**config.mk**
```make
export PLATFORM = sky130hd
export DESIGN_NAME = decode_pipe
export DESIGN_NICKNAME = d
export VERILOG_FILES = /design/src/rtl/decode_pipe.sv
export SDC_FILE = /design/constraint.sdc
export NUM_CORES = 2
export LEC_CHECK = 0
export CELL_PAD_IN_SITES_DETAIL_PLACEMENT = 1
export CELL_PAD_IN_SITES_GLOBAL_PLACEMENT = 1
export CORE_ASPECT_RATIO = 1.4
export CORE_UTILIZATION = 43
export DETAILED_ROUTE_END_ITERATION = 10
export PLACE_DENSITY_LB_ADDON = 0.25
export SYNTH_ARGS = -nofsm -noshare
export SYNTH_HDL_FRONTEND = slang
export SYNTH_SLANG_ARGS = --single-unit
export TNS_END_PERCENT = 20
```
**constraint.sdc**
```tcl
create_clock -name clk -period 5.6 [get_ports clk]
set_input_delay 0.84 -clock clk [delete_from_list [all_inputs] [get_ports clk]]
set_output_delay 0.84 -clock clk [all_outputs]
set_load 0.02 [all_outputs]
```
**src/rtl/decode_pipe.sv**
```systemverilog
// decode_pipe: single-stage instruction decode with register file and scoreboard.
//
// Decodes a 32-bit RV32-style instruction into operands ra/rb/pass, an instruction
// class (itype) and a destination index. The instruction is accepted when
// ir_valid_i && ir_ready_o. The decoded result is then registered and appears with
// out_valid_o on the next cycle. A per-register pending bit stalls readers of
// registers whose write-back has not yet arrived.
//
// Optional feature: define DECODE_BYPASS_EN to forward same-cycle write-back data
// to the operands instead of stalling for one cycle.
//
// Ports:
//   clk, reset          clock, synchronous active-high reset
//   ir_i, ir_valid_i    instruction word and its valid
//   ir_ready_o          decode accepts ir_i this cycle
//   ra_o, rb_o, pass_o  decoded operands
//   itype_o, rd_o       instruction class and destination index
//   out_valid_o         output register holds a decoded instruction
//   out_ready_i         downstream consumes the output this cycle
//   wd_i, wd_addr_i     write-back data and register index
//   wd_q_i              write-back strobe
//   halt_o              sticky exit flag, set by writing 32'hDEAD to x31
//
// itype codes: 0 unknown, 1 R, 2 I, 3 S, 4 B, 5 L, 6 U, 7 JAL, 8 JALR.

module decode_pipe #(
  parameter int unsigned     XLEN     = 32,
  parameter int unsigned     NREG     = 32,
  parameter logic [XLEN-1:0] SP_RESET = 'h12000
) (
  input  logic            clk,
  input  logic            reset,
  input  logic [31:0]     ir_i,
  input  logic            ir_valid_i,
  output logic            ir_ready_o,
  output logic [XLEN-1:0] ra_o,
  output logic [XLEN-1:0] rb_o,
  output logic [XLEN-1:0] pass_o,
  output logic [4:0]      itype_o,
  output logic [4:0]      rd_o,
  output logic            out_valid_o,
  input  logic            out_ready_i,
  input  logic [XLEN-1:0] wd_i,
  input  logic [4:0]      wd_addr_i,
  input  logic            wd_q_i,
  output logic            halt_o
);

  localparam logic [4:0] IT_NONE = 5'd0;
  localparam logic [4:0] IT_R    = 5'd1;
  localparam logic [4:0] IT_I    = 5'd2;
  localparam logic [4:0] IT_S    = 5'd3;
  localparam logic [4:0] IT_B    = 5'd4;
  localparam logic [4:0] IT_L    = 5'd5;
  localparam logic [4:0] IT_U    = 5'd6;
  localparam logic [4:0] IT_JAL  = 5'd7;
  localparam logic [4:0] IT_JALR = 5'd8;

  localparam logic [6:0] OP_R     = 7'h33;
  localparam logic [6:0] OP_I     = 7'h13;
  localparam logic [6:0] OP_S     = 7'h23;
  localparam logic [6:0] OP_B     = 7'h63;
  localparam logic [6:0] OP_L     = 7'h03;
  localparam logic [6:0] OP_LUI   = 7'h37;
  localparam logic [6:0] OP_AUIPC = 7'h17;
  localparam logic [6:0] OP_JAL   = 7'h6f;
  localparam logic [6:0] OP_JALR  = 7'h67;

  localparam int unsigned AW     = $clog2(NREG);
  localparam logic [5:0]  NREG_W = 6'(NREG);

  // State
  logic [XLEN-1:0] regs [NREG];
  logic [NREG-1:0] pending_q, pending_d;
  logic            halt_q;
  logic            out_valid_q;
  logic [XLEN-1:0] ra_q, rb_q, pass_q;
  logic [4:0]      itype_q, rd_q;

  // Instruction fields
  logic [6:0]  opcode;
  logic [4:0]  rs1, rs2, rd;
  logic [11:0] imm_i, imm_s;
  logic [12:0] imm_b;
  logic [20:0] imm_j;

  assign opcode = ir_i[6:0];
  assign rd     = ir_i[11:7];
  assign rs1    = ir_i[19:15];
  assign rs2    = ir_i[24:20];
  assign imm_i  = ir_i[31:20];
  assign imm_s  = {ir_i[31:25], ir_i[11:7]};
  assign imm_b  = {ir_i[31], ir_i[7], ir_i[30:25], ir_i[11:8], 1'b0};
  assign imm_j  = {ir_i[31], ir_i[19:12], ir_i[20], ir_i[30:21], 1'b0};

  // An index is "live" when it names a real, writable register (not x0, below NREG).
  logic rs1_ok, rs2_ok, rd_ok, wd_ok;
  assign rs1_ok = (rs1 != 5'd0) && ({1'b0, rs1} < NREG_W);
  assign rs2_ok = (rs2 != 5'd0) && ({1'b0, rs2} < NREG_W);
  assign rd_ok  = (rd != 5'd0) && ({1'b0, rd} < NREG_W);
  assign wd_ok  = (wd_addr_i != 5'd0) && ({1'b0, wd_addr_i} < NREG_W);

  logic [XLEN-1:0] rs1_rf, rs2_rf, rs1_val, rs2_val;
  logic            pend1, pend2, wb_hit1, wb_hit2, rs1_haz, rs2_haz;

  assign rs1_rf  = rs1_ok ? regs[rs1[AW-1:0]] : '0;
  assign rs2_rf  = rs2_ok ? regs[rs2[AW-1:0]] : '0;
  assign pend1   = rs1_ok && pending_q[rs1[AW-1:0]];
  assign pend2   = rs2_ok && pending_q[rs2[AW-1:0]];
  assign wb_hit1 = wd_q_i && (wd_addr_i == rs1) && rs1_ok;
  assign wb_hit2 = wd_q_i && (wd_addr_i == rs2) && rs2_ok;

`ifdef DECODE_BYPASS_EN
  assign rs1_val = wb_hit1 ? wd_i : rs1_rf;
  assign rs2_val = wb_hit2 ? wd_i : rs2_rf;
  assign rs1_haz = pend1 && !wb_hit1;
  assign rs2_haz = pend2 && !wb_hit2;
`else
  // Same-cycle write-back collides with the read; wait for the register file.
  assign rs1_val = rs1_rf;
  assign rs2_val = rs2_rf;
  assign rs1_haz = pend1 || wb_hit1;
  assign rs2_haz = pend2 || wb_hit2;
`endif

  // Decode
  logic [XLEN-1:0] ra_d, rb_d, pass_d;
  logic [4:0]      itype_d, rd_d;
  logic            use_rs1, use_rs2, wr_rd;

  always_comb begin
    ra_d    = '0;
    rb_d    = '0;
    pass_d  = '0;
    itype_d = IT_NONE;
    rd_d    = 5'd0;
    use_rs1 = 1'b0;
    use_rs2 = 1'b0;
    wr_rd   = 1'b0;
    case (opcode)
      OP_R: begin
        itype_d = IT_R;
        ra_d    = rs1_val;
        rb_d    = rs2_val;
        rd_d    = rd;
        use_rs1 = 1'b1;
        use_rs2 = 1'b1;
        wr_rd   = 1'b1;
      end
      OP_I: begin
        itype_d = IT_I;
        ra_d    = rs1_val;
        rb_d    = XLEN'($signed(imm_i));
        rd_d    = rd;
        use_rs1 = 1'b1;
        wr_rd   = 1'b1;
      end
      OP_S: begin
        itype_d = IT_S;
        ra_d    = XLEN'($signed(imm_s));
        rb_d    = rs1_val;
        pass_d  = rs2_val;
        use_rs1 = 1'b1;
        use_rs2 = 1'b1;
      end
      OP_B: begin
        itype_d = IT_B;
        ra_d    = rs1_val;
        rb_d    = rs2_val;
        pass_d  = XLEN'($signed(imm_b));
        use_rs1 = 1'b1;
        use_rs2 = 1'b1;
      end
      OP_L: begin
        itype_d = IT_L;
        ra_d    = XLEN'($signed(imm_i));
        rb_d    = rs1_val;
        rd_d    = rd;
        use_rs1 = 1'b1;
        wr_rd   = 1'b1;
      end
      OP_LUI, OP_AUIPC: begin
        itype_d = IT_U;
        ra_d    = XLEN'($signed({ir_i[31:12], 12'b0}));
        rd_d    = rd;
        wr_rd   = 1'b1;
      end
      OP_JAL: begin
        itype_d = IT_JAL;
        ra_d    = XLEN'($signed(imm_j));
        rd_d    = rd;
        wr_rd   = 1'b1;
      end
      OP_JALR: begin
        itype_d = IT_JALR;
        ra_d    = rs1_val;
        rb_d    = XLEN'($signed(imm_i));
        rd_d    = rd;
        use_rs1 = 1'b1;
        wr_rd   = 1'b1;
      end
      default: ;
    endcase
  end

  // Handshake
  logic hazard, accept;
  assign hazard     = ir_valid_i && ((use_rs1 && rs1_haz) || (use_rs2 && rs2_haz));
  assign ir_ready_o = !reset && (!out_valid_q || out_ready_i) && !hazard && !halt_q;
  assign accept     = ir_valid_i && ir_ready_o;

  // Scoreboard: a set from a new accept wins over a same-cycle write-back clear.
  always_comb begin
    pending_d = pending_q;
    if (wd_q_i && wd_ok) pending_d[wd_addr_i[AW-1:0]] = 1'b0;
    if (accept && wr_rd && rd_ok) pending_d[rd[AW-1:0]] = 1'b1;
  end

  // Register file, scoreboard and halt flag
  always_ff @(posedge clk) begin
    if (reset) begin
      pending_q <= '0;
      halt_q    <= 1'b0;
      for (int unsigned i = 0; i < NREG; i++) begin
        regs[AW'(i)] <= (i == 32'd2) ? SP_RESET : '0;
      end
    end else begin
      pending_q <= pending_d;
      if (wd_q_i && wd_ok) regs[wd_addr_i[AW-1:0]] <= wd_i;
      if (wd_q_i && (wd_addr_i == 5'd31) && (wd_i == XLEN'(32'hDEAD))) halt_q <= 1'b1;
    end
  end

  // Output register stage
  always_ff @(posedge clk) begin
    if (reset) begin
      out_valid_q <= 1'b0;
      ra_q        <= '0;
      rb_q        <= '0;
      pass_q      <= '0;
      itype_q     <= IT_NONE;
      rd_q        <= 5'd0;
    end else if (accept) begin
      out_valid_q <= 1'b1;
      ra_q        <= ra_d;
      rb_q        <= rb_d;
      pass_q      <= pass_d;
      itype_q     <= itype_d;
      rd_q        <= rd_d;
    end else if (out_ready_i) begin
      out_valid_q <= 1'b0;
    end
  end

  assign out_valid_o = out_valid_q;
  assign ra_o        = ra_q;
  assign rb_o        = rb_q;
  assign pass_o      = pass_q;
  assign itype_o     = itype_q;
  assign rd_o        = rd_q;
  assign halt_o      = halt_q;

endmodule

```
Yosys cells after proc, flatten, opt, wreduce, memory -nomap -nowiden. Memories as Yosys holds them, arrays and structs flattened. Index checks and enable logic that the tools add are counted.

Register bits after elaboration: 140. Bits in writable memories: 1024. Input port bits: 74. Output and inout port bits: 109. Logic and storage cells: 103. Memories kept: 1.

Order comparisons: 6. Equality and inequality tests: 13. Mux-type cells: 30. Bitwise gates (word level): 3. Reduce and logical (&&, ||, !) cells: 42.

Memory list: regs (depth 32, width 32, rd ports 2, clocked after Yosys merged registers in 0, wr ports 32, line 73) `logic [XLEN-1:0] regs [NREG];`.

Operators with widths (number): 32-bit 2-to-1 mux (5); 32-bit one-hot mux with 5 select lines (1); 32-bit one-hot mux with 3 select lines (1); 32-bit one-hot mux with 2 select lines (1); 32-bit bitwise AND (1); 32-bit by 16-bit equality test with 1-bit output (second input constant) (1); 32-bit inverter (1); 32-bit OR (1); 4-bit one-hot mux with 8 select lines (1); 32-bit OR reduction (1); 5-bit by 6-bit less-than comparator with 1-bit output (second input constant) (4); 7-bit by 6-bit equality test with 1-bit output (second input constant) (3); 7-bit equality test (second input constant) (3); 1-bit logical AND (20); 5-bit nonzero test (4); 1-bit 2-to-1 mux (15); 7-bit by 5-bit equality test with 1-bit output (second input constant) (2); 1-bit binary-select mux with 5-bit select (2); 1-bit demux with 5-bit select (2); 5-bit equality test (2); 5-bit by 1-bit >= comparator with 1-bit output (second input constant) (2); 5-bit 2-to-1 mux (2); 2-bit OR reduction (4); 7-bit by 2-bit equality test with 1-bit output (second input constant) (1); other kinds (8) (14).

Depth between registers and ports, before layout.
Word-level depth: 14. Depth in mapped cells: 13. Depth with buffers taken out: 7.

Worst setup path before layout. Ideal clock, no wire load.

Path type: input-to-reg. Start: input port wd_addr_i[3]. End: memory regs[24][0], enable pin. Setup time: 0.472 ns. Arrival: 4.130 ns. Required time: 5.128 ns. Slack: 0.998 ns. Stages: 5. Buffers on the path: 2. Cells stage by stage: clkbuf_1 > or3_1 > clkbuf_1 > nand2_1 > o31ai_1.

RTL lines: start, declared (line 44) `input logic [4:0] wd_addr_i,`; end, declared (line 73).

Worst setup path in the final report.
Start: input port ir_i[24]. End: output port ir_ready_o.

Cells in the longest elaborated chain, start to end: 10. Elaborated cells on any way between the ends: 14. Those cells by class: 1 x eq/ne; 2 x mux; 11 x reduce/logical.

RTL lines: start, declared (line 33) `input logic [31:0] ir_i,`; 1-bit binary-select mux with 5-bit select or 5-bit equality test (tied branches) (line 109, 111); 1-bit 2-to-1 mux (not written as such) or 1-bit logical AND (tied branches) (line 109, 111); 1-bit logical AND (on tied branches) (line 109, 111); 1-bit logical OR * (line 123) `assign rs2_haz = pend2 || wb_hit2;`; 1-bit logical AND * (line 208) `assign hazard = ir_valid_i && ((use_rs1 && rs1_haz) || (use_rs2 && rs2_haz));`; 1-bit logical OR * (line 208); 1-bit logical AND * (line 208); 1-bit logical NOT * (line 209) `assign ir_ready_o = !reset && (!out_valid_q || out_ready_i) && !hazard && !halt_q;`; 1-bit logical AND * (2 in a row) (line 209); end, declared (line 35) `output logic ir_ready_o,`.

Every way passes the cells marked *; elsewhere a longest branch is shown, timed or not. The select of a mux whose other input is x is not followed.

==> flow_metrics.py <==
metrics = {
    "run_status": {
        "outcome": "finished, final reports clean",
    },
    "setup_path": {
        "worstSetupPathType": "input port to output pin",
        "slowest_delay_ns": 0.85,
        "r2r_end": "ra_o[13]",
        "crit_path_cell_trace": "clkdlybuf4s50_1, or2_1, nor4_1, buf_4, a2111oi_0, o21ai_4, o21ai_0, a21boi_0, clkdlybuf4s50_1",
        "reg2reg_depth": 8,
        "cpMostUsedCell": "clkdlybuf4s50_1",
        "r2r_start": "pending_q[6]",
        "end_kind": "output pin",
        "crit_slowest_cell": "a2111oi_0",
        "cp-start-kind": "input port",
        "cp.required_ns": 4.76,
        "r2r_slack_ns": 2.42,
        "crit_fanout": 4,
        "cp.arrival_ns": 3.74,
    },
    "floorplanning": {
        "fp.coreArea_um2": 141000,
        "ios": 183,
        "start_util_pct": 43.4,
        "die_y_um": 449,
        "rows": 163,
        "die_w_um": 321,
        "fp.dieArea_um2": 144000,
    },
    "synthesis": {
        "synthCells": 4401,
        "ys_seq_elements": 1162,
        "synthFlopType": "edfxtp_1",
        "ys_types": 74,
        "yosys.area.top_type": "edfxtp_1",
        "yosysSeqAreaShare_pct": 54.6,
        "syn_avg_cell_area_um2": 13.9,
        "synth_async_sr_flop_share_pct": 0,
        "synth_edf_count": 1023,
        "syn_area_um2": 61400,
        "yosys_warnings": 0,
        "post-synth-top-area-fraction_pct": 50.0,
        "ys_top_cells_by_area": "edfxtp_1 (50%), mux4_2 (18%), and2_1 (10%)",
    },
    "global_route": {
        "antenna_found_initial": 20,
        "grt_usage_pct": 34.0,
        "grt_pass1_vias": 44100,
        "grt_max_degree": 94,
        "overflow": 0,
        "grt_pass1_wl_um": 341000,
    },
    "sta": {
        "setup_slack_ns": 1.02,
        "fin_crit_ns": 4.58,
        "final.setup.tns_ns": 0,
        "fmaxAchievable_mhz": 218,
        "worstMarginPinSlew_ns": 1.32,
        "fin_crit_sh_pct": 81.8,
        "fin_skew_ns": 0.0339,
        "setup_violations": 0,
        "finalMaxSlewViolations": 0,
        "finalHoldViolCount": 0,
        "rsz0062_at_grt": "no",
        "relSlewSlack_pct": 12.3,
        "hold_slack_ns": 0.498,
    },
    "power": {
        "power-per-cell-area_nw_per_um2": 300,
        "ir_drop_mv": 0.239,
        "p_leak_nw": 23.5,
    },
    "place": {
        "dp_slack_ns": 1.06,
        "io_buffers": 181,
        "gp_congestion": 0.908,
        "dp_hpwl_um": 152000,
    },
    "detailed_routing": {
        "wl_met3_um": 17800,
        "viasPerCell": 6.57,
        "drt-met1-wl_um": 84300,
        "drt_iter0_markers": 4856,
        "routed.top_layer": "met5",
        "wire_per_inst_um": 38.1,
        "drt_first_pass_iters": 5,
        "wl_met2_um": 121000,
        "drc_errors": 0,
        "ant_nets": 0,
        "routed_wl_um": 246000,
        "vias": 42400,
    },
    "clock_network": {
        "cts_buffers": 115,
        "post-cts-setup-buffers": 0,
        "cts.htree.levels": 3,
        "root_buffer": "clkbuf_16",
        "ctsHoldBuffers": 0,
        "clk_latency_ns": 0.80,
        "clockBufferDepth": 3,
        "cts_tree": "done",
        "cts-resized-gates": 0,
        "cts_sinks": 1162,
        "cts.clk_slew.worst_paths_ns": 0.06,
    },
    "hold_path": {
        "hp-start": "rd_o[2]",
        "holdPathStages": 2,
        "hp-class": "flip-flop to flip-flop",
        "min_to": "rd_o[2]",
    },
    "finish": {
        "drive_gt1_share_pct": 21.3,
        "seq_area_um2": 33500,
        "multiInputGateArea_um2": 26200,
        "fill_cells": 13800,
        "synthToLayoutAreaGrowth_pct": 12.9,
        "final_nets": 4521,
        "final_core_util_pct": 49.1,
    },
    "run": {
        "maxCapViolCount": 0,
    },
}
## routing by layer
metal,vias up,GRT usage [%]
met5,-,0
met4,14,27.4
met3,700,4.99
met2,2286,56.8
met1,22500,38.8
li1,16900,-
## state kept, by name, indices dropped and copies added, names as in the netlist
name         cells
regs          1023
halt_o           1
ra_o            32
out_valid_o      1
itype_o          4
rb_o            32
pending_q       32
pass_o          32
rd_o             5
## worst max-delay path, delay by kind of cell
family,cells,cell delay [ns]
buffers and inverters,3,1.29
AND/OR/NAND/NOR,2,0.37
AO/OA/AOI/OAI,4,1.23
## placed cells by master (no fill, tap or decap), types with 29 or more instances in the layout
master and count:
nor2_1 68, clkbuf_16 118, and2_1 997, o22ai_1 66
nand3_1 29, a32oi_1 37, a221oi_1 41, a211oi_1 62
a22oi_1 58, nor2_4 32, mux2i_1 170, inv_1 35
conb_1 32, o21ai_0 46, o211ai_1 30, nor3_1 63
a21oi_1 114, dfxtp_1 139, mux4_2 501, clkinv_2 30
nand2_1 171, edfxtp_1 1023, clkdlybuf4s50_1 171, buf_4 161
## power by group
part	total (W)	switching [W]	internal [W]
registers	0.0101	0.000249	0.00989
logic	0.00283	0.00177	0.00106
clock network	0.00782	0.00361	0.00420
total	0.0208	0.00563	0.0152
## through the flow
stage / cells / instance area (um2) / total power, W
after detailed placement: 6227 / 65600 / 0.0131
after global routing: 6443 / 69300 / 0.0212
after CTS: 6441 / 69300 / 0.0208
after global placement: 6227 / 65600 / 0.0130
after floorplan: 4432 / 61500 / 0.0118
final: 6447 / 69300 / 0.0208
## worst max path at each step
stage                 start          end  slack, ns  cells after the start
2_1_floorplan  wd_addr_i[3]  regs[24][0]        1.0                      5
3_3_place_gp       ir_i[24]   ir_ready_o       1.03                      9
3_5_place_dp       ir_i[24]   ir_ready_o       1.06                      9
4_1_cts            ir_i[24]   ir_ready_o       1.05                      9
5_1_grt            ir_i[24]   ir_ready_o       0.85                      9
6_report           ir_i[24]   ir_ready_o       1.02                      9
## layout make-up
class                           instances  share of cell area [%]
Clock inverter                         76                   0.904
Multi-Input combinational cell       2771                    37.8
Sequential cell                      1162                    48.3
Antenna cell                            6                  0.0217
Clock buffer                          138                    4.39
Tap cell                             1897                    3.42
Timing Repair Buffer                  359                    4.89
Inverter                               38                   0.211
## cells by family (layout without fill, tap and decap cells)
kind of cell	count (synthesis)	count (layout)	share of synthesized area (%)
flip-flops	1162	1162	54.6
other	1	38	0.00611
buffers and inverters	499	611	3.73
XOR/XNOR	11	11	0.157
AO/OA/AOI/OAI	557	557	6.14
AND/OR/NAND/NOR	1485	1485	13.9
multiplexers	686	686	21.4
## synthesized netlist by cell type, types with 14 or more instances
library cell / instances
buf_4: 47
clkbuf_1: 305
a31oi_1: 16
nand2_1: 187
a32oi_1: 37
inv_1: 36
a221oi_1: 41
dfxtp_1: 139
o21ai_1: 24
nor2_1: 100
buf_1: 19
mux2_2: 14
o22ai_1: 66
edfxtp_1: 1023
a21oi_1: 114
a22oi_1: 58
mux4_2: 501
o21a_1: 14
o21ai_0: 54
o211ai_1: 30
nor2b_1: 22
buf_2: 69
mux2i_1: 170
buf_6: 19
nor3_1: 66
nand3_1: 29
a211oi_1: 62
and2_1: 997
(Power assumes the default switching activity.)
